**src/rtl/fmap_streamer.sv**
```systemverilog
// Drains a finished feature map from the convolution output RAM as a valid/ready
// raster-order pixel stream, hiding the 1-cycle RAM read latency with a 2-entry prefetch FIFO.
module fmap_streamer #(
   parameter int BIT_WIDTH = 16,
   parameter int RAM_DEPTH = 16,
   parameter int OUT_X     = 4,
   parameter int OUT_Y     = 4,
   parameter int BASE_ADDR = 0
) (
   input  logic                         clk,
   input  logic                         rst,
   input  logic                         start,
   output logic [$clog2(RAM_DEPTH)-1:0] addr_rd,
   input  logic [BIT_WIDTH-1:0]         data_rd,
   output logic [BIT_WIDTH-1:0]         m_data,
   output logic                         m_valid,
   input  logic                         m_ready,
   output logic                         m_last,
   output logic                         busy,
   output logic                         done
);

   localparam int N  = OUT_X * OUT_Y;
   localparam int AW = $clog2(RAM_DEPTH);
   localparam int CW = $clog2(N + 1);

   if (N < 1 || N > RAM_DEPTH - BASE_ADDR) begin : g_bad_geometry
      $error("fmap_streamer: OUT_X*OUT_Y must lie in 1..RAM_DEPTH-BASE_ADDR");
   end

   typedef enum logic [1:0] {IDLE, RUN, DONE} state_t;

   state_t               state_q, state_d;
   logic [CW-1:0]        rd_idx_q, rd_idx_d;
   logic [CW-1:0]        out_idx_q, out_idx_d;
   logic [AW-1:0]        addr_q, addr_d;
   logic                 inflight_q, inflight_d;
   logic [1:0]           occ_q, occ_d;
   logic                 wr_ptr_q, wr_ptr_d;
   logic                 rd_ptr_q, rd_ptr_d;
   logic [BIT_WIDTH-1:0] mem_q [2];
   logic [BIT_WIDTH-1:0] mem_d [2];
   logic                 busy_q, busy_d;
   logic                 done_q, done_d;

   logic                 pop;
   logic                 push;
   logic                 rd_fire;
   logic [2:0]           pend;

   always_comb begin
      pop     = (occ_q != 2'd0) && m_ready;
      push    = inflight_q;
      // Credit counts words held plus the one landing this cycle, minus the one leaving.
      pend    = {1'b0, occ_q} + {2'b0, inflight_q} - {2'b0, pop};
      rd_fire = (state_q == RUN) && (rd_idx_q < CW'(N)) && (pend < 3'd2);

      state_d    = state_q;
      rd_idx_d   = rd_idx_q;
      out_idx_d  = out_idx_q;
      addr_d     = addr_q;
      wr_ptr_d   = wr_ptr_q;
      rd_ptr_d   = rd_ptr_q;
      mem_d      = mem_q;
      busy_d     = busy_q;
      done_d     = done_q;
      inflight_d = rd_fire;

      case (state_q)
         IDLE: begin
            if (start) begin
               state_d   = RUN;
               rd_idx_d  = '0;
               out_idx_d = '0;
               addr_d    = AW'(BASE_ADDR);
               busy_d    = 1'b1;
            end
         end
         RUN: begin
            if (pop && out_idx_q == CW'(N - 1)) begin
               state_d = DONE;
               busy_d  = 1'b0;
               done_d  = 1'b1;
            end
         end
         DONE: begin
            state_d = IDLE;
            done_d  = 1'b0;
         end
         default: begin
            state_d = IDLE;
            busy_d  = 1'b0;
            done_d  = 1'b0;
         end
      endcase

      // addr_q always presents the next word to fetch, so the RAM sees it in the firing cycle.
      if (rd_fire) begin
         rd_idx_d = rd_idx_q + 1'b1;
         if (rd_idx_q < CW'(N - 1)) addr_d = addr_q + 1'b1;
      end

      if (push) begin
         mem_d[wr_ptr_q] = data_rd;
         wr_ptr_d        = ~wr_ptr_q;
      end

      if (pop) begin
         rd_ptr_d  = ~rd_ptr_q;
         out_idx_d = out_idx_q + 1'b1;
      end

      occ_d = occ_q + {1'b0, push} - {1'b0, pop};
   end

   always_ff @(posedge clk or negedge rst) begin
      if (!rst) begin
         state_q    <= IDLE;
         rd_idx_q   <= '0;
         out_idx_q  <= '0;
         addr_q     <= AW'(BASE_ADDR);
         inflight_q <= 1'b0;
         occ_q      <= '0;
         wr_ptr_q   <= 1'b0;
         rd_ptr_q   <= 1'b0;
         for (int unsigned i = 0; i < 2; i++) mem_q[i] <= '0;
         busy_q     <= 1'b0;
         done_q     <= 1'b0;
      end else begin
         state_q    <= state_d;
         rd_idx_q   <= rd_idx_d;
         out_idx_q  <= out_idx_d;
         addr_q     <= addr_d;
         inflight_q <= inflight_d;
         occ_q      <= occ_d;
         wr_ptr_q   <= wr_ptr_d;
         rd_ptr_q   <= rd_ptr_d;
         mem_q      <= mem_d;
         busy_q     <= busy_d;
         done_q     <= done_d;
      end
   end

   assign addr_rd = addr_q;
   assign m_data  = mem_q[rd_ptr_q];
   assign m_valid = (occ_q != 2'd0);
   assign m_last  = m_valid && (out_idx_q == CW'(N - 1));
   assign busy    = busy_q;
   assign done    = done_q;

endmodule

```
**config.mk**
```make
export PLATFORM = sky130hd
export DESIGN_NAME = fmap_streamer
export DESIGN_NICKNAME = d
export VERILOG_FILES = /design/src/rtl/fmap_streamer.sv
export SDC_FILE = /design/constraint.sdc
export NUM_CORES = 1
export LEC_CHECK = 0
export BUFFER_PORTS_ARGS = -buffer_cell sky130_fd_sc_hd__buf_2
export CAP_MARGIN = 20
export CORE_UTILIZATION = 35
export DETAILED_ROUTE_END_ITERATION = 8
export MAX_ROUTING_LAYER = met4
export SYNTH_ARGS = -nofsm -noshare
export SYNTH_HDL_FRONTEND = slang
export SYNTH_SLANG_ARGS = --single-unit
export TNS_END_PERCENT = 1
```
**constraint.sdc**
```tcl
create_clock -name clk -period 5.85 [get_ports clk]
set_clock_uncertainty 0.05 [all_clocks]
set_input_delay 1.17 -clock clk [delete_from_list [all_inputs] [get_ports clk]]
set_output_delay 1.17 -clock clk [all_outputs]
set_load 0.05 [all_outputs]
```
==> results of run 1 <==
## synthesized netlist by cell type
| cell type | instances | area share, % |
|---|---|---|
| dfrtp_1 | 55 | 54 |
| o21a_1 | 1 | 0.29 |
| a22o_1 | 2 | 0.68 |
| a31oi_1 | 1 | 0.24 |
| ha_1 | 5 | 2.4 |
| inv_1 | 7 | 1.0 |
| and4bb_2 | 1 | 0.49 |
| fa_1 | 1 | 0.78 |
| o21ai_0 | 4 | 0.78 |
| mux2i_1 | 6 | 2.3 |
| nand4_1 | 2 | 0.49 |
| mux2_2 | 48 | 21 |
| nand4b_1 | 1 | 0.34 |
| nand2_1 | 9 | 1.3 |
| and2_1 | 1 | 0.24 |
| nand2b_1 | 2 | 0.49 |
| or2_2 | 1 | 0.24 |
| nor2_1 | 3 | 0.44 |
| o211ai_1 | 6 | 1.8 |
| and4_1 | 2 | 0.68 |
| buf_4 | 1 | 0.29 |
| buf_6 | 1 | 0.44 |
| and2_4 | 1 | 0.34 |
| or3b_4 | 1 | 0.44 |
| o311ai_2 | 1 | 0.63 |
| nor2b_1 | 2 | 0.49 |
| a311oi_1 | 1 | 0.34 |
| xnor2_2 | 1 | 0.63 |
| nand3_1 | 6 | 1.2 |
| nand4bb_1 | 1 | 0.44 |
| buf_2 | 4 | 0.78 |
| xor2_2 | 1 | 0.63 |
| o2bb2ai_1 | 1 | 0.34 |
| o21bai_1 | 1 | 0.29 |
| a21oi_1 | 2 | 0.39 |
| xnor2_1 | 2 | 0.68 |
| xor2_1 | 3 | 1.0 |
| nand3_2 | 1 | 0.39 |
| and3_1 | 1 | 0.24 |
| o21ai_2 | 1 | 0.34 |
## flip-flops by register name (all words and copies together), names as in the netlist
signal / count
out_idx_q: 5
addr_rd: 4
occ_q: 2
inflight_q: 1
done: 1
state_q: 2
wr_ptr_q: 1
mem_q: 32
rd_ptr_q: 1
rd_idx_q: 5
busy: 1
## how the worst max path moves through the flow
stage                   from  slack (ns)         end  cells past startpoint
floorplan            m_ready        2.97  addr_rd[2]                      8
finish              rd_ptr_q        2.82   m_data[0]                      2
global route        rd_ptr_q        2.73   m_data[0]                      2
global placement     m_ready        2.71  addr_rd[2]                      9
detailed placement   m_ready        2.70  addr_rd[2]                      9
CTS                 rd_ptr_q        2.76   m_data[0]                      2
## area by class of cell
type                            count  area (sq um)  share of cell area (%)
Tap cell                           96           120                    4.02
Clock inverter                      2          37.5                    1.26
Inverter                            7          26.3                   0.880
Multi-Input combinational cell    123          1130                    37.7
Sequential cell                    55          1380                    46.1
Timing Repair Buffer               45           230                    7.71
Clock buffer                        5          68.8                    2.30
## logic make-up after synthesis
kind of cell / after synthesis / synth area share [%]
AOI/OAI and AO/OA: 21 / 6.09
xor gates and xnor gates: 7 / 2.97
adders and majority gates: 6 / 3.21
buffers and inverters: 13 / 2.53
DFF: 55 / 53.6
muxes: 54 / 23.4
and+or+nand+nor: 35 / 8.23
## worst max-delay path: stages (launching register included)
cell and delay, ns:
dfrtp_1 0.87, mux2_2 0.42, buf_2 0.21
## stage by stage
| step | util, % | setup slack, ns | hold WS [ns] | area (sq um) | cells |
|---|---|---|---|---|---|
| 3_5_place_dp | 41.5 | 2.70 | 0.424 | 2880 | 326 |
| 6_report | 43.0 | 2.82 | 0.444 | 2990 | 333 |
| 2_1_floorplan | - | 2.97 | 0.405 | 2570 | 191 |
| 4_1_cts | 43.0 | 2.76 | 0.451 | 2990 | 333 |
| 5_1_grt | 43.0 | 2.73 | 0.478 | 2990 | 333 |
| 3_3_place_gp | 41.5 | 2.71 | 0.425 | 2880 | 326 |
## per-layer routing
layer	share of wire [%]	vias up	track usage, %
met2	44	38	21.5
li1	-	775	-
met4	1.7	0	5.81
met3	4.6	7	3.20
met1	49	780	16.4
met5	0	-	-
==> results.py, run 1 <==
metrics = {
    "status": {
        "status": "completed",
    },
    "drt": {
        "antenna_left": 0,
        "via_per_inst": 4.80,
        "drt_first_pass_iters": 4,
        "drc_errors": 0,
        "vias": 1600,
        "wire_per_inst_um": 13.9,
        "dr.first_iter.drc_count": 36,
        "drt_wl_total_um": 4620,
    },
    "worst_hold_path": {
        "hold_start": "out_idx_q[4]",
        "hp-class": "reg -> reg",
        "hold_path_end": "out_idx_q[4]",
        "min_path_cells": 1,
    },
    "floorplanning": {
        "core_area_sq_mm": 0.00694,
        "rows": 30,
        "die_w_um": 87.7,
        "die_area_sq_mm": 0.00769,
        "ios": 44,
        "initial_core_util_pct": 37.0,
        "dieHeight_um": 87.7,
    },
    "layout": {
        "fillers": 668,
        "drive_above_1_share_pct": 46.0,
        "mostFrequentLayoutCell": "dfrtp_1",
        "final_cell_mix": "dfrtp_1, mux2_2, buf_2",
        "syn_to_final_growth_pct": 16.3,
        "finalNetCount": 263,
        "n_antenna_cell": 0,
    },
    "sta": {
        "grt_setup_unrepaired": "no",
        "max-slew-margin-rel_pct": 47.1,
        "setup_violations": 0,
        "fmax_ghz": 0.330,
        "tightest_slew_ns": 0.793,
        "period_share_pct": 51.9,
        "min_period_ns": 3.03,
        "fin_setup_tns_ns": 0,
        "report.final.slew_viol_count": 0,
        "final-hold-violation-count": 0,
    },
    "clocking": {
        "numCtsBuffers": 5,
        "ctsResizeCount": 0,
        "root_buffer": "clkbuf_8",
        "clkLatencyLatePin_ns": 0.31,
        "cts_hold_buf": 0,
        "cts_max_level": 2,
        "clockBufferDepth": 2,
        "post_cts_buffers": 0,
        "clock-sinks": 55,
        "clk_pin_slew_worst_paths_ns": 0.09,
        "tritoncts": "yes",
    },
    "run": {
        "max_cap_violations": 0,
    },
    "worst_setup_path": {
        "worstReg2RegEnd": "addr_rd[2]",
        "required_ns": 4.63,
        "crit_fanout": 17,
        "start_kind": "register",
        "cp.arrival_ns": 1.81,
        "rrSetupSlack_ns": 3.36,
        "path_class": "reg -> out",
        "rr_worst_depth": 8,
        "worstSetupEndpointType": "output port",
        "r2r_start": "occ_q[1]",
    },
    "grt": {
        "grt_pass1_wl_um": 7650,
        "track_usage_pct": 13.5,
        "grt_pass1_vias": 1629,
        "grt_max_degree": 56,
        "overflow": 0,
        "antenna_found_initial": 0,
    },
    "logic_synthesis": {
        "yosysWarnings": 0,
        "synth_cell_types": 40,
        "syn_area_sq_mm": 0.00257,
        "yosysSeqAreaShare_pct": 53.6,
        "synth-seq-cells": 55,
        "postSynthAreaPerCell_sq_um": 13.4,
        "synth_nets": 217,
        "synth_cells": 191,
    },
    "place": {
        "dpl.hpwl_um": 2980,
        "gp_congestion": 0.749,
        "port_buffers": 43,
    },
}
Power of run 1 is left out: the tool's default activity adds up to more than one toggle a clock period on the data nets, which glitch-free logic cannot reach.
==> run 2, diff against run 1 <==
--- a/config.mk
+++ b/config.mk
@@ -5,6 +5,7 @@
 export SDC_FILE = /design/constraint.sdc
 export NUM_CORES = 1
 export LEC_CHECK = 0
+export ABC_AREA = 1
 export BUFFER_PORTS_ARGS = -buffer_cell sky130_fd_sc_hd__buf_2
 export CAP_MARGIN = 20
 export CORE_UTILIZATION = 35
==> constraint.sdc (replaced) <==
create_clock -name clk -period 3 [get_ports clk]
set_clock_uncertainty 0.05 [all_clocks]
set_input_delay 0.6 -clock clk [delete_from_list [all_inputs] [get_ports clk]]
set_output_delay 0.6 -clock clk [all_outputs]
set_load 0.05 [all_outputs]
==> run 2 against run 1 <==
Count of clock-buffer cells in the layout unchanged. Die area increased by 2.1%. Via count increased by 26%. Core utilization decreased by 1.7 points. Sequential share of layout area decreased by 0.13 points.
==> results.py, run 2 <==
metrics = {
    "grt": {
        "grt_max_degree": 56,
        "grt_pass1_vias": 1886,
        "track_usage_pct": 14.6,
        "grt_pass1_wl_um": 8630,
        "overflow": 0,
        "antenna_found_initial": 0,
    },
    "worst_setup_path": {
        "path_buf_inv": 3,
        "required_ns": 2.35,
        "start_kind": "register",
        "path_cells": "buf_4 -> clkinv_1 -> nand2_1 -> nand2_1 -> buf_2",
        "cp.depth": 5,
        "crit_fanout": 17,
        "max_stage_delay_ns": 0.53,
        "rr_worst_depth": 16,
        "rrSetupSlack_ns": 0.59,
        "crit_slowest_cell": "clkinv_1",
        "cp.arrival_ns": 1.89,
        "cpMostUsedCell": "nand2_1",
        "worstSetupEndpointType": "output port",
        "path_class": "reg -> out",
        "critical_path.top_delay_family": "buffers and inverters",
    },
    "drt": {
        "via_per_inst": 4.43,
        "drc_errors": 0,
        "vias": 2009,
        "antenna_left": 0,
        "dr.first_iter.drc_count": 92,
        "drt_first_pass_iters": 4,
        "wire_per_inst_um": 10.8,
        "drt_wl_total_um": 4910,
    },
    "status": {
        "status": "completed",
    },
    "clocking": {
        "cts_hold_buf": 0,
        "ctsResizeCount": 0,
        "clkLatencyLatePin_ns": 0.31,
        "root_buffer": "clkbuf_8",
        "tritoncts": "yes",
        "clk_pin_slew_worst_paths_ns": 0.10,
        "cts_max_level": 2,
        "post_cts_buffers": 0,
        "clock-sinks": 55,
        "numCtsBuffers": 5,
        "clockBufferDepth": 2,
    },
    "floorplanning": {
        "ios": 44,
        "core_area_sq_mm": 0.00725,
        "die_w_um": 88.6,
        "initial_core_util_pct": 36.2,
        "dieHeight_um": 88.6,
        "die_area_sq_mm": 0.00785,
        "rows": 31,
    },
    "logic_synthesis": {
        "synth_cell_types": 26,
        "postSynthAreaPerCell_sq_um": 8.41,
        "netlist.top_cell.by_area": "dfrtp_1",
        "yosysTopAreaCellShare_pct": 52.5,
        "synth_edf_count": 0,
        "synthFlopType": "dfrtp_1",
        "yosysSeqAreaShare_pct": 52.5,
        "synth_nets": 338,
        "synth-seq-cells": 55,
        "synthArstFlopShare_pct": 100,
        "synth_cells": 312,
        "yosysWarnings": 0,
        "synth.most_common_cell": "nand2_1",
        "syn_area_sq_mm": 0.00262,
        "ys_top_cells_by_count": "nand2_1, dfrtp_1, inv_1",
        "synth_area_leaders": "dfrtp_1, nand2_1, o21ai_2",
    },
    "layout": {
        "largest_register_ffs": 32,
        "reg.largest.list": "mem_q x32, out_idx_q x5, rd_idx_q x5",
        "drive_above_1_share_pct": 22.0,
        "fillers": 773,
        "fin_cells": 454,
        "mostFrequentLayoutCell": "nand2_1",
        "n_antenna_cell": 0,
        "final_cell_mix": "nand2_1, dfrtp_1, buf_2",
        "finalNetCount": 380,
        "top_register": "mem_q",
        "syn_to_final_growth_pct": 14.2,
    },
    "sta": {
        "final-hold-violation-count": 0,
        "tightest_slew_ns": 0.898,
        "report.final.slew_viol_count": 0,
        "fin_setup_tns_ns": 0,
        "period_share_pct": 84.8,
        "fmax_ghz": 0.393,
        "min_period_ns": 2.54,
        "max-slew-margin-rel_pct": 40.0,
        "grt_setup_unrepaired": "no",
        "setup_violations": 0,
    },
    "place": {
        "gp_congestion": 0.776,
        "place_inst": 446,
        "dpl.hpwl_um": 3330,
        "port_buffers": 43,
    },
    "worst_hold_path": {
        "hp-class": "in -> async",
    },
    "run": {
        "max_cap_violations": 0,
    },
}
[run 2: changes by cell type in the layout (fill, tap and decap cells not counted), moves of 3 or more]
cell,change
nand2_1,+112
nor2_2,+3
mux2_2,-48
o21ai_0,+15
nand3_1,+7
o211ai_1,-6
inv_1,+29
mux2i_1,-6
o21ai_1,+4
o21ai_2,+15
nor2_1,+8
[run 2: final timing paths]
check / start / to
max: rd_ptr_q / m_data[14]
min: rst / mem_q[5]
max reg2reg: occ_q[1] / addr_rd[2]
min reg2reg: state_q[0] / busy
max in group asynchronous: rst / out_idx_q[2]
min in group clk: state_q[0] / busy
[run 2: layer usage]
layer	up-vias	global-route usage [%]	part of all wire, %
li1	1049	-	-
met1	918	19.6	52
met2	38	22.6	43
met3	4	3.82	3.9
met4	0	2.64	0.55
met5	-	-	0
[run 2: cell type report]
type	count	area, sq um	share of cell area (%)
Sequential cell	55	1380	45.9
Multi-Input combinational cell	208	1020	34.2
Timing Repair Buffer	46	238	7.94
Inverter	38	143	4.76
Tap cell	99	124	4.14
Clock buffer	5	68.8	2.30
Clock inverter	3	22.5	0.752
[run 2: logic make-up (layout without fill, tap and decap cells)]
| kind of cell | after synthesis | count (layout) | synth area share [%] |
|---|---|---|---|
| fa+ha+maj | 6 | 6 | 3.15 |
| flops | 55 | 55 | 52.5 |
| buf+inv | 49 | 92 | 8.54 |
| simple gates | 154 | 154 | 23.9 |
| compound gates | 45 | 45 | 11.0 |
| xor+xnor | 3 | 3 | 1.00 |
[run 2: metrics by stage]
stage | area (sq um) | worst slack (ns) | hold WS, ns | util (%)
6_report | 3000 | 0.457 | 0.346 | 41.3
5_1_grt | 3000 | 0.221 | 0.408 | 41.3
4_1_cts | 3000 | 0.419 | 0.386 | 41.3
3_5_place_dp | 2900 | 0.450 | 0.415 | 40.0
3_3_place_gp | 2900 | 0.486 | 0.414 | 40.0
2_1_floorplan | 2620 | 0.545 | 0.254 | -
Power of run 2 is left out for the same reason.
